`config.mk`:
```
export PLATFORM = sky130hd
export DESIGN_NAME = if_id_skid_stage
export DESIGN_NICKNAME = d
export VERILOG_FILES = /design/src/rtl/if_id_skid_stage.sv
export SDC_FILE = /design/constraint.sdc
export NUM_CORES = 1
export LEC_CHECK = 0
export BUFFER_PORTS_ARGS = -buffer_cell sky130_fd_sc_hd__buf_2
export CAP_MARGIN = 0
export CORE_AREA = 2 2 111 113
export DETAILED_ROUTE_END_ITERATION = 7
export DIE_AREA = 0 0 113 115
export HOLD_SLACK_MARGIN = 0.02
export PLACE_DENSITY = 0.75
export SLEW_MARGIN = 0
export SYNTH_ARGS = -nofsm -noshare
export SYNTH_HDL_FRONTEND = slang
export SYNTH_SLANG_ARGS = --single-unit
```
`constraint.sdc`:
```
create_clock -name clk -period 7.2 [get_ports clk]
set_input_delay 0.36 -clock clk [delete_from_list [all_inputs] [get_ports clk]]
set_output_delay 0.36 -clock clk [all_outputs]
set_load 0.1 [all_outputs]
```
`src/rtl/if_id_skid_stage.sv`:
```
// IF/ID pipeline register with a two-entry skid buffer, flush-to-bubble and
// a saturating stall-cycle counter. in_ready comes straight from a flop.
module if_id_skid_stage #(
  parameter int                   PC_W      = 32,
  parameter int                   INSTR_W   = 32,
  parameter logic [INSTR_W-1:0]   NOP_INSTR = '0,
  parameter int                   CNT_W     = 8
) (
  input  logic               clk,
  input  logic               rst,
  input  logic               in_valid,
  input  logic [PC_W-1:0]    in_pc4,
  input  logic [INSTR_W-1:0] in_instr,
  output logic               in_ready,
  output logic               out_valid,
  output logic [PC_W-1:0]    out_pc4,
  output logic [INSTR_W-1:0] out_instr,
  input  logic               out_ready,
  input  logic               flush,
  output logic [CNT_W-1:0]   stall_cnt
);

  // Handshake: a transfer happens on a rising edge where valid and ready are
  // both 1; a producer holding valid=1 keeps its data stable until accepted.
  logic               skid_valid;
  logic [PC_W-1:0]    skid_pc4;
  logic [INSTR_W-1:0] skid_instr;

  logic in_fire;
  logic main_free;
  logic stalled;

  assign in_ready  = ~skid_valid;
  assign in_fire   = in_valid & in_ready;
  assign main_free = ~out_valid | out_ready;
  assign stalled   = out_valid & ~out_ready;

  always_ff @(posedge clk or posedge rst) begin
    if (rst) begin
      out_valid  <= 1'b0;
      out_pc4    <= '0;
      out_instr  <= NOP_INSTR;
      skid_valid <= 1'b0;
      skid_pc4   <= '0;
      skid_instr <= '0;
      stall_cnt  <= '0;
    end else if (flush) begin
      // Squash everything held and anything arriving this cycle.
      out_valid  <= 1'b0;
      out_pc4    <= '0;
      out_instr  <= NOP_INSTR;
      skid_valid <= 1'b0;
      stall_cnt  <= '0;
    end else begin
      if (main_free) begin
        if (skid_valid) begin
          out_valid  <= 1'b1;
          out_pc4    <= skid_pc4;
          out_instr  <= skid_instr;
          skid_valid <= 1'b0;
        end else if (in_fire) begin
          out_valid  <= 1'b1;
          out_pc4    <= in_pc4;
          out_instr  <= in_instr;
        end else begin
          out_valid  <= 1'b0;
          out_pc4    <= '0;
          out_instr  <= NOP_INSTR;
        end
      end else if (in_fire) begin
        // Main is stalled: park the arriving instruction so it is not lost.
        skid_valid <= 1'b1;
        skid_pc4   <= in_pc4;
        skid_instr <= in_instr;
      end

      if (stalled) begin
        if (stall_cnt != {CNT_W{1'b1}}) stall_cnt <= stall_cnt + 1'b1;
      end else begin
        stall_cnt <= '0;
      end
    end
  end

endmodule

```
### Word level (Yosys, flattened, before mapping)

Index checks and enable logic that the tools add are counted.

| operators by class | value |
|---|---|
| div/mod/pow operators | 0 |
| $add $sub $neg | 1 |
| reductions and logical operators | 3 |
| mux-type cells | 18 |
| shift operators | 0 |
| bitwise logic cells | 8 |
| equal/unequal tests | 2 |
| $mul | 0 |
| $lt $le $gt $ge | 0 |

Operator list:

| kind | count |
|---|---|
| 32-bit 2-to-1 mux | 8 |
| 8-bit 2-to-1 mux | 3 |
| 8-bit by 1-bit adder with 8-bit output, second input constant | 1 |
| 8-bit inequality test, second input constant | 1 |
| 1-bit 2-to-1 mux | 7 |
| 1-bit inverter | 5 |
| 3-bit by 2-bit inequality test with 1-bit output, second input constant | 1 |
| 3-bit AND reduction | 1 |
| 3-bit nonzero test | 1 |
| 1-bit bitwise AND | 2 |
| 2-bit nonzero test | 1 |
| 1-bit bitwise OR | 1 |

| storage, ports and cells | value |
|---|---|
| bits of input ports | 69 |
| output and inout bits | 74 |
| RAM bits | 0 |
| word-level logic and storage cells | 39 |
| memories kept | 0 |
| register bits | 138 |
| bits in latches | 0 |
| ROM bits | 0 |

### Longest topological paths before layout

Gate-level depths: netlist of run 1.

| depth | value |
|---|---|
| word-level depth | 6 |
| mapped depth | 6 |
| gate-level depth less buffers | 4 |

### Worst setup path after synthesis of run 1

No wires, ideal clock.

| path | value |
|---|---|
| path kind | reg2reg |
| start point | reg out_valid |
| end point | reg skid_instr[0] |
| clock period less this slack | 2.212 ns |
| cell stages (with the launch flop) | 5 |
| path buffers | 1 |
| arrival time | 2.085 ns |
| required time | 7.072 ns |
| library setup time | 0.128 ns |
| path slack | 4.988 ns |
| path through | dfrtp_1 -> nor3b_2 -> nand2_2 -> buf_2 -> mux2_1 |

| between the ends | value |
|---|---|
| word-level cells in the longest chain between the ends | 4 |

RTL lines:

| what | RTL line | source |
|---|---|---|
| start: declaration | 15 | `output logic out_valid,` |
| start signal: assignment | 40 | `out_valid <= 1'b0;` |
| start signal: assignment | 49 | `out_valid <= 1'b0;` |
| start signal: assignment | 57 | `out_valid <= 1'b1;` |
| 1-bit inverter | 35 | `assign main_free = ~out_valid \| out_ready;` |
| 1-bit bitwise OR | 35 |  |
| 1-bit inverter (no source line) | - |  |
| 3-bit AND reduction (no source line) | - |  |
| end signal: assignment | 74 | `skid_instr <= in_instr;` |
| end: declaration | 27 | `logic [INSTR_W-1:0] skid_instr;` |

Every way passes these cells.
A chain may end at the register's enable or synchronous reset.

### Final worst setup path of run 1

| path | value |
|---|---|
| start point | in in_valid |
| end point | reg skid_pc4[15] |

| between the ends | value |
|---|---|
| word-level cells in the longest chain between the ends | 2 |

RTL lines:

| what | RTL line | source |
|---|---|---|
| start: declaration | 11 | `input logic in_valid,` |
| 1-bit bitwise AND | 34 | `assign in_fire = in_valid & in_ready;` |
| 3-bit AND reduction (no source line) | - |  |
| end signal: assignment | 73 | `skid_pc4 <= in_pc4;` |
| end: declaration | 26 | `logic [PC_W-1:0] skid_pc4;` |

Every way passes these cells.

==> flow_summary.ini, run 1 <==
[die]
core.rowCount = 40
fp.dieArea_um2 = 13000
initial_core_util = 0.491
fp.dieH_um = 115
io_pins = 143
coreArea_um2 = 11800
die_x_um = 113

[finish]
drive_above_1_share = 0.292
final_util = 0.609
area_growth_pct = 24.2
antennaDiodeCount = 0
finalNetCount = 705
stdcell_area_um2 = 7200
fillerInstances = 946

[critical_path]
cp.required_ns = 7.48
worstSetupEndpointType = flop
startpoint = in_valid
crit_type = in2reg
start_kind = primary input
cp.arrival_ns = 2.67
r2r_slack_ns = 5.03
reg2reg_from = skid_valid
r2r_cells = 5
path_max_fanout = 48
r2r-end = skid_pc4[15]

[yosys]
synthMuxAreaShare = 0.126
synth_edf_count = 0
synth_xor_area_frac = 0
synth.distinct_cells = 29
ys_warn_count = 0
synthAdderAreaFrac = 0.00216
syn-mean-instance-area_um2 = 11.5
synth-seq-cells = 138
async_flop_share = 1.00
synthSimpleGateAreaFrac = 0.0872
synthCells = 506
synth.cell_area_um2 = 5800
synth_compound_area_frac = 0.160
seq_area_frac_synth = 0.596
ys.flop_type = dfrtp_1
synth_top_family_by_area = compound AO/OA/AOI/OAI gates
syn-num-nets = 576

[run_status]
violations = design-rule violations
status = finished with violations

[placed_design]
pre_cts_slack_ns = 4.39
dp_hpwl_um = 8450
io_buffers = 142
dpl_cell_area_um2 = 6600
place.gp.congestion = 0.784

[clock_network]
cts_buffer_depth = 2
cts_resized = 0
cts_hold_buf = 0
clock-sinks = 138
clk_latency_ns = 0.41
cts_root_buf = clkbuf_16
postCtsSetupBuffers = 0
cts_buffers = 17
htreeDepth = 4
cts_tree = done
clk_pin_slew_ns = 0.06

[detailed_routing]
drc_errors = 6
vias_per_cell = 5.50
post_drt_wl_per_cell_um = 16.4
dr.pass1.iters = 7
ant_nets = 0
drtIter0Drc = 301
wl_um = 13100
num_vias = 4369

[sta]
hold_violations = 0
setup-tns-final_ns = 0
relSlewSlack = 0.413
setup_viol = 0
worst_slew_pin_slew_ns = 0.880
fin_ws_ns = 4.81
slew_viol_final = 0
period_minus_slack_ns = 2.39
period_share = 0.332
fin_skew_ns = 0.0144
max_freq_mhz = 418
rsz0062_at_grt = false

[power]
leakage_nw = 3.56
power.density_nw_per_um2 = 298
irDropWorstVdd_v = 0.000134
power_mw = 2.14

[grt]
antenna_found_initial = 0
grt_overflow = 0
grt_pass1_wl_um = 21000
grt_use_total = 0.205
grt_start_max_net_pins = 99
grt_pass1_vias = 4192

[hold_path]
hold_path.class = in2async

[run]
maxCapViolCount = 0
[layer usage]
layer,wire [um],share of wire,track usage,vias to the layer above
li1,-,-,-,2071
met1,5760,0.44,0.258,2167
met2,6440,0.49,0.344,120
met3,708,0.054,0.0580,11
met4,149,0.011,0.0724,0
met5,0,0,0,-
[layout by cell type (no fill, tap or decap), types with 2 or more instances in the layout]
master,n
and3_1,4
inv_6,3
a22o_1,32
a31oi_1,3
mux2_2,4
and4_1,3
a22oi_1,32
nor2_1,2
clkinv_4,4
a21o_1,2
nand2_1,99
clkbuf_8,2
bufinv_16,2
inv_1,2
clkinvlp_4,3
o21ai_0,68
buf_2,142
a21oi_1,4
dfrtp_1,137
buf_4,6
clkbuf_16,17
mux2_1,60
[cell type report]
type	count	area, um^2	area share
inverters	3	16.3	0.00226
clock inverters	12	140	0.0195
clock buffers	20	457	0.0635
flip-flops and latches	138	3450	0.480
repair buffers	148	756	0.105
multi-input cells	327	2190	0.304
well taps	147	184	0.0256
[report_power, final]
part           switching (mW)  internal, mW
clock                   0.329         0.532
sequential             0.0631         0.890
combinational           0.231        0.0992
[metrics by stage]
stage	cells	hold slack, ns
after floorplan	506	0.464
after global placement	763	0.463
after detailed placement	763	0.469
after CTS	795	0.137
after global routing	795	0.165
final	795	0.0808
[state kept, by name, summed over array words and instances (netlist names)]
name and cells:
out_instr 32, out_pc4 32, out_valid 1, skid_instr 32, skid_pc4 32, skid_valid 1, stall_cnt 8
[cell usage after synthesis, types with 2 or more instances]
cell / count / area [um^2]
and4_1: 3 / 26.3
buf_2: 10 / 50.1
a21o_1: 2 / 15.0
a21oi_1: 5 / 25.0
nand2_1: 99 / 372
a22o_1: 32 / 280
nor2_1: 2 / 7.51
inv_1: 3 / 11.3
o21ai_0: 68 / 340
nor2b_1: 2 / 12.5
dfrtp_1: 138 / 3450
clkbuf_1: 27 / 101
mux2_2: 4 / 45.0
a22oi_1: 32 / 240
a31oi_1: 3 / 18.8
and3_1: 4 / 25.0
mux2_1: 60 / 676
[worst max-delay path by stage]
stage | end | depth (start not counted)
after floorplan | out_instr[0] | 1
after global placement | skid_pc4[12] | 6
after detailed placement | skid_pc4[9] | 6
final | skid_pc4[15] | 6
after CTS | skid_pc4[15] | 6
after global routing | skid_pc4[15] | 6
[kinds of logic (layout without fill, tap and decap cells)]
logic type	Yosys count	after routing
multiplexers	65	65
AND/OR/NAND/NOR	118	118
AO/OA/AOI/OAI	143	143
adder cells (fa/ha/maj)	1	1
flip-flops	138	138
buffers and inverters	41	183
[critical path, cell delays in order]
cell	delay [ns]
buf_2	0.50
nor2b_2	0.25
buf_4	0.34
nand2_2	0.33
buf_4	0.43
mux2_1	0.41
No activity file was read; power rests on OpenSTA's default activity.
==> inputs of run 2 (changes only) <==
- clock period: 7.2 -> 2.5 ns (I/O delays scaled with it)
==> flow_summary.ini, run 2 (synthesis gave the netlist of run 1 again) <==
[finish]
drive_above_1_share = 0.264
final_common_cell = buf_2
final_cell_mix = buf_2 (142), dfrtp_1 (137), nand2_1 (99), o21ai_0 (68), dlygate4sd3_1 (66)
finalNetCount = 774
antennaDiodeCount = 0
fillerInstances = 869
multi_input_area_um2 = 2190
register_area_um2 = 3450
area_growth_pct = 36.1

[clock_network]
postCtsSetupBuffers = 0
clk_pin_slew_ns = 0.06
cts_buffers = 17
clk_latency_ns = 0.42
cts_root_buf = clkbuf_16
cts_buffer_depth = 2
cts_tree = done
htreeDepth = 4
clock-sinks = 138

[placed_design]
dp_hpwl_um = 8430
io_buffers = 142
place.gp.congestion = 0.800

[power]
leakage_nw = 3.85
irDropWorstVdd_v = 0.000463
power.density_nw_per_um2 = 797
power_mw = 6.29

[grt]
grt_overflow = 0
grt_use_total = 0.232
antenna_found_initial = 0
grt_start_max_net_pins = 139
grt_pass1_vias = 4868
grt_pass1_wl_um = 23600

[sta]
rsz0062_at_grt = false
period_minus_slack_ns = 2.00
period_share = 0.800
hold_violations = 0
setup_viol = 0
fin_skew_ns = 0.00834
worst_slew_pin_slew_ns = 0.908
slew_viol_final = 0
relSlewSlack = 0.395
setup-tns-final_ns = 0
max_freq_mhz = 500

[detailed_routing]
vias_per_cell = 5.42
drtIter0Drc = 295
ant_nets = 0
num_vias = 4685
drc_errors = 8
dr.pass1.iters = 8
post_drt_wl_per_cell_um = 16.9
wl_um = 14600

[hold_path]
hold_path.class = in2reg

[die]
fp.dieH_um = 115
core.rowCount = 40
die_x_um = 113
initial_core_util = 0.491
fp.dieArea_um2 = 13000
io_pins = 143
coreArea_um2 = 11800

[critical_path]
path_max_fanout = 98
path_cells = buf_4, inv_1, buf_2
worstSetupEndpointType = output port
cp.arrival_ns = 1.88
start_kind = flop
crit_type = reg2out
critPathMaxStageDelay_ns = 0.69
path_delay_family = buffers and inverters
cp.required_ns = 2.38
path_buf_inv = 3
cpMaxStageDelayCell = buf_4

[run_status]
status = finished with violations
violations = design-rule violations

[run]
maxCapViolCount = 0
run 2: cell types whose count changed in the layout (fill, tap and decap cells not counted), sizes merged:
cell / before / now
dlygate4sd3: 0 / 66
clkbuf: 20 / 26
buf: 148 / 151
clkinv: 5 / 2
inv: 5 / 2
run 2: per-layer routing:
metal  part of all wire  routed length [um]  vias to the layer above  track usage
li1                   -                   -                     2208            -
met1               0.41                6040                     2293        0.270
met2               0.51                7380                      152        0.401
met3              0.050                 730                       32       0.0659
met4              0.029                 427                        0        0.105
met5                  0                   0                        -            0
run 2: metrics by stage:
stage	util	hold WS [ns]	setup slack, ns	cells	area (um^2)
after floorplan	-	0.234	0.288	506	5800
after global placement	0.562	0.351	0.804	766	6630
after detailed placement	0.562	0.358	0.752	766	6630
after CTS	0.668	0.233	0.458	864	7890
after global routing	0.668	0.281	0.367	864	7890
final	0.668	0.251	0.500	864	7890
run 2: where the power goes:
part	total, mW	internal [mW]	switching, mW
clock	2.50	1.60	0.904
sequential	2.74	2.56	0.177
combinational	1.04	0.358	0.686
total	6.29	4.52	1.77
run 2: final timing paths:
kind                            depth (start not counted)           from  slack [ns]             to
max in group asynchronous                               4            rst        1.49     skid_valid
worst min register to register                          2  out_instr[31]        0.47  out_instr[31]
worst max-delay path                                    3     skid_valid        0.50       in_ready
min in group asynchronous                               4            rst        0.47    skid_pc4[2]
worst max register to register                          4      out_valid        0.70   stall_cnt[3]
worst min-delay path                                    4      out_ready        0.25   stall_cnt[0]
run 2: cell type report:
type / count / area share
multi-input cells: 327 / 0.277
clock buffers: 26 / 0.0646
inverters: 3 / 0.00190
repair buffers: 217 / 0.184
well taps: 147 / 0.0233
clock inverters: 6 / 0.0108
flip-flops and latches: 138 / 0.438
run 2: tightest hold or removal path, stage by stage:
cell and delay, ns:
buf_2 0.12, inv_1 0.08, nand3b_1 0.24, a21oi_1 0.07
run 2: timing repair:
item                                   in CTS  in global routing
hold buffers                               66                  0
gates resized for setup                     0                  0
endpoints found under the hold margin     214                  0
==> inputs of run 3 (changes only) <==
- ABC_AREA: not set -> 1
- CORE_AREA: 2 2 111 113 -> 2 2 116 118
- DIE_AREA: 0 0 113 115 -> 0 0 118 120
- PLACE_DENSITY: 0.75 -> 0.74
- clock period: 2.5 -> 2.07 ns (I/O delays scaled with it)
==> flow_summary.ini, run 3 <==
[clock_network]
clk_pin_slew_ns = 0.06
htreeDepth = 4
cts_buffer_depth = 2
clk_latency_ns = 0.42
cts_root_buf = clkbuf_16
postCtsSetupBuffers = 0
cts_buffers = 17
cts_tree = done
clock-sinks = 138

[grt]
grt-busiest-layer = met2
grt_start_max_net_pins = 72
grt_pass1_wl_um = 25600
met1_usage = 0.306
antenna_found_initial = 0
use_met2 = 0.362
grt_pass1_vias = 5320
use_met3 = 0.0466
grt_overflow = 0
grt_use_total = 0.228

[placed_design]
dp_hpwl_um = 8400
place.gp.congestion = 0.796
io_buffers = 142

[detailed_routing]
vias_per_cell = 4.77
drc_errors = 0
num_vias = 5472
dr.pass1.iters = 5
drtIter0Drc = 424
ant_nets = 0
wl_um = 15300
post_drt_wl_per_cell_um = 13.3

[finish]
fillerInstances = 1075
final_util = 0.657
final_common_cell = nand2_1
finalNetCount = 1028
register_area_um2 = 3450
drive_above_1_share = 0.263
multi_input_area_um2 = 2340
antennaDiodeCount = 0
final_cell_mix = nand2_1 (337), buf_2 (142), dfrtp_1 (137), inv_1 (73), dlygate4sd3_1 (69)
area_growth_pct = 34.8

[sta]
setup_viol = 0
relSlewSlack = 0.271
period_share = 0.940
setup-tns-final_ns = 0
slew_viol_final = 0
rsz0062_at_grt = false
period_minus_slack_ns = 1.95
hold_violations = 0
max_freq_mhz = 514
fin_skew_ns = 0.00342
worst_slew_pin_slew_ns = 1.09

[die]
initial_core_util = 0.488
coreArea_um2 = 13000
io_pins = 143
fp.dieH_um = 120
core.rowCount = 42
die_x_um = 118
fp.dieArea_um2 = 14200

[yosys]
synth_edf_count = 0
synth.cell_area_um2 = 6330
ys.flop_type = dfrtp_1
yosysTopAreaCellShare = 0.546
yosysTopAreaCell = dfrtp_1
synthCells = 756
yosysMostFrequentCell = nand2_1
async_flop_share = 1.00
synthTopCellsByArea = dfrtp_1 (55%), nand2_1 (20%), o21ai_2 (8.3%)
ys_top_cells_by_count = nand2_1 (337), dfrtp_1 (138), inv_1 (74)
ys_warn_count = 0
synth.distinct_cells = 22
synth-seq-cells = 138
syn-mean-instance-area_um2 = 8.37
syn-num-nets = 826
seq_area_frac_synth = 0.546

[run]
maxCapViolCount = 0

[critical_path]
critPathMaxStageDelay_ns = 0.56
crit_type = reg2reg
worstSetupEndpointType = flop
path_max_fanout = 36
cpMaxStageDelayCell = dlygate4sd3_1
start_kind = flop
path_cells = inv_1, nor2_4, nand2_2, inv_4, buf_16, nand3_1, o21ai_0, dlygate4sd3_1
cp.required_ns = 2.43
cp.arrival_ns = 2.30

[power]
power.density_nw_per_um2 = 935
leakage_nw = 4.61
irDropWorstVdd_v = 0.000553

[hold_path]
hold_path.class = in2async

[run_status]
status = finished clean
-- run 3: cell types whose count changed in the layout (fill, tap and decap cells not counted), sizes merged, moves of 13 or more --
cell / before / now
a22oi: 32 / 0
nand2: 100 / 339
mux2: 64 / 0
inv: 2 / 75
a22o: 32 / 0
nor2: 2 / 15
o21ai: 68 / 132
-- run 3: final cells by class --
| cell class | instances | share of cell area |
|---|---|---|
| multi-input combinational | 502 | 0.274 |
| timing repair buffer | 223 | 0.187 |
| tap | 176 | 0.0258 |
| sequential | 138 | 0.405 |
| inverter | 76 | 0.0342 |
| clock inverter | 15 | 0.0241 |
| clock buffer | 17 | 0.0499 |
-- run 3: per-layer routing --
metal	vias to the layer above	share of wire
met5	-	0
met4	0	0.018
met3	24	0.047
met2	176	0.48
met1	2529	0.45
li1	2743	-
-- run 3: kinds of logic (layout without fill, tap and decap cells) --
group | after synthesis | in the layout | synth area share
simple gates | 365 | 365 | 0.221
flops | 138 | 138 | 0.546
compound gates | 136 | 136 | 0.143
buf+inv | 116 | 331 | 0.0878
fa+ha+maj | 1 | 1 | 0.00198
-- run 3: worst paths after layout --
check / start / to / slack (ns) / cells past startpoint
worst max-delay path: out_valid / stall_cnt[3] / 0.12 / 8
worst min-delay path: rst / stall_cnt[7] / 0.35 / 4
worst max register to register: out_valid / stall_cnt[3] / 0.12 / 8
worst min register to register: out_pc4[10] / out_pc4[10] / 0.47 / 2
max in group asynchronous: rst / skid_instr[21] / 1.39 / 4
min in group clk: out_pc4[10] / out_pc4[10] / 0.47 / 2
-- run 3: per-stage QoR --
stage	instances	instance area (um^2)	hold WS, ns	total power, mW	setup WS, ns
finish	1147	8530	0.352	7.98	0.124
global route	1147	8530	0.415	8.34	0.0100
CTS	1146	8490	0.378	8.03	0.0413
detailed placement	1045	7170	0.278	4.66	0.381
global placement	1045	7170	0.273	4.62	0.439
floorplan	756	6330	0.211	4.35	0.0844
-- run 3: power by group --
part	total, mW	switching (mW)	internal [mW]	leakage, nW
Sequential	3.26	0.196	3.06	1.81
Clock	3.25	1.14	2.11	0.312
Combinational	1.46	1.00	0.460	2.48
Total	7.98	2.34	5.64	4.61
-- run 3: what timing repair did --
action                                 in CTS  in global routing
gates resized for setup                     0                  2
setup endpoints to repair                   0                  2
endpoints found under the hold margin     206                  0
hold buffers                               69                  0
-- run 3: critical path: cells and delay by family, from the launching register on --
kind	cells	cell delay, ns
DFF	1	0.34
buffers and inverters	4	1.00
AOI/OAI and AO/OA	1	0.10
and+or+nand+nor	3	0.43
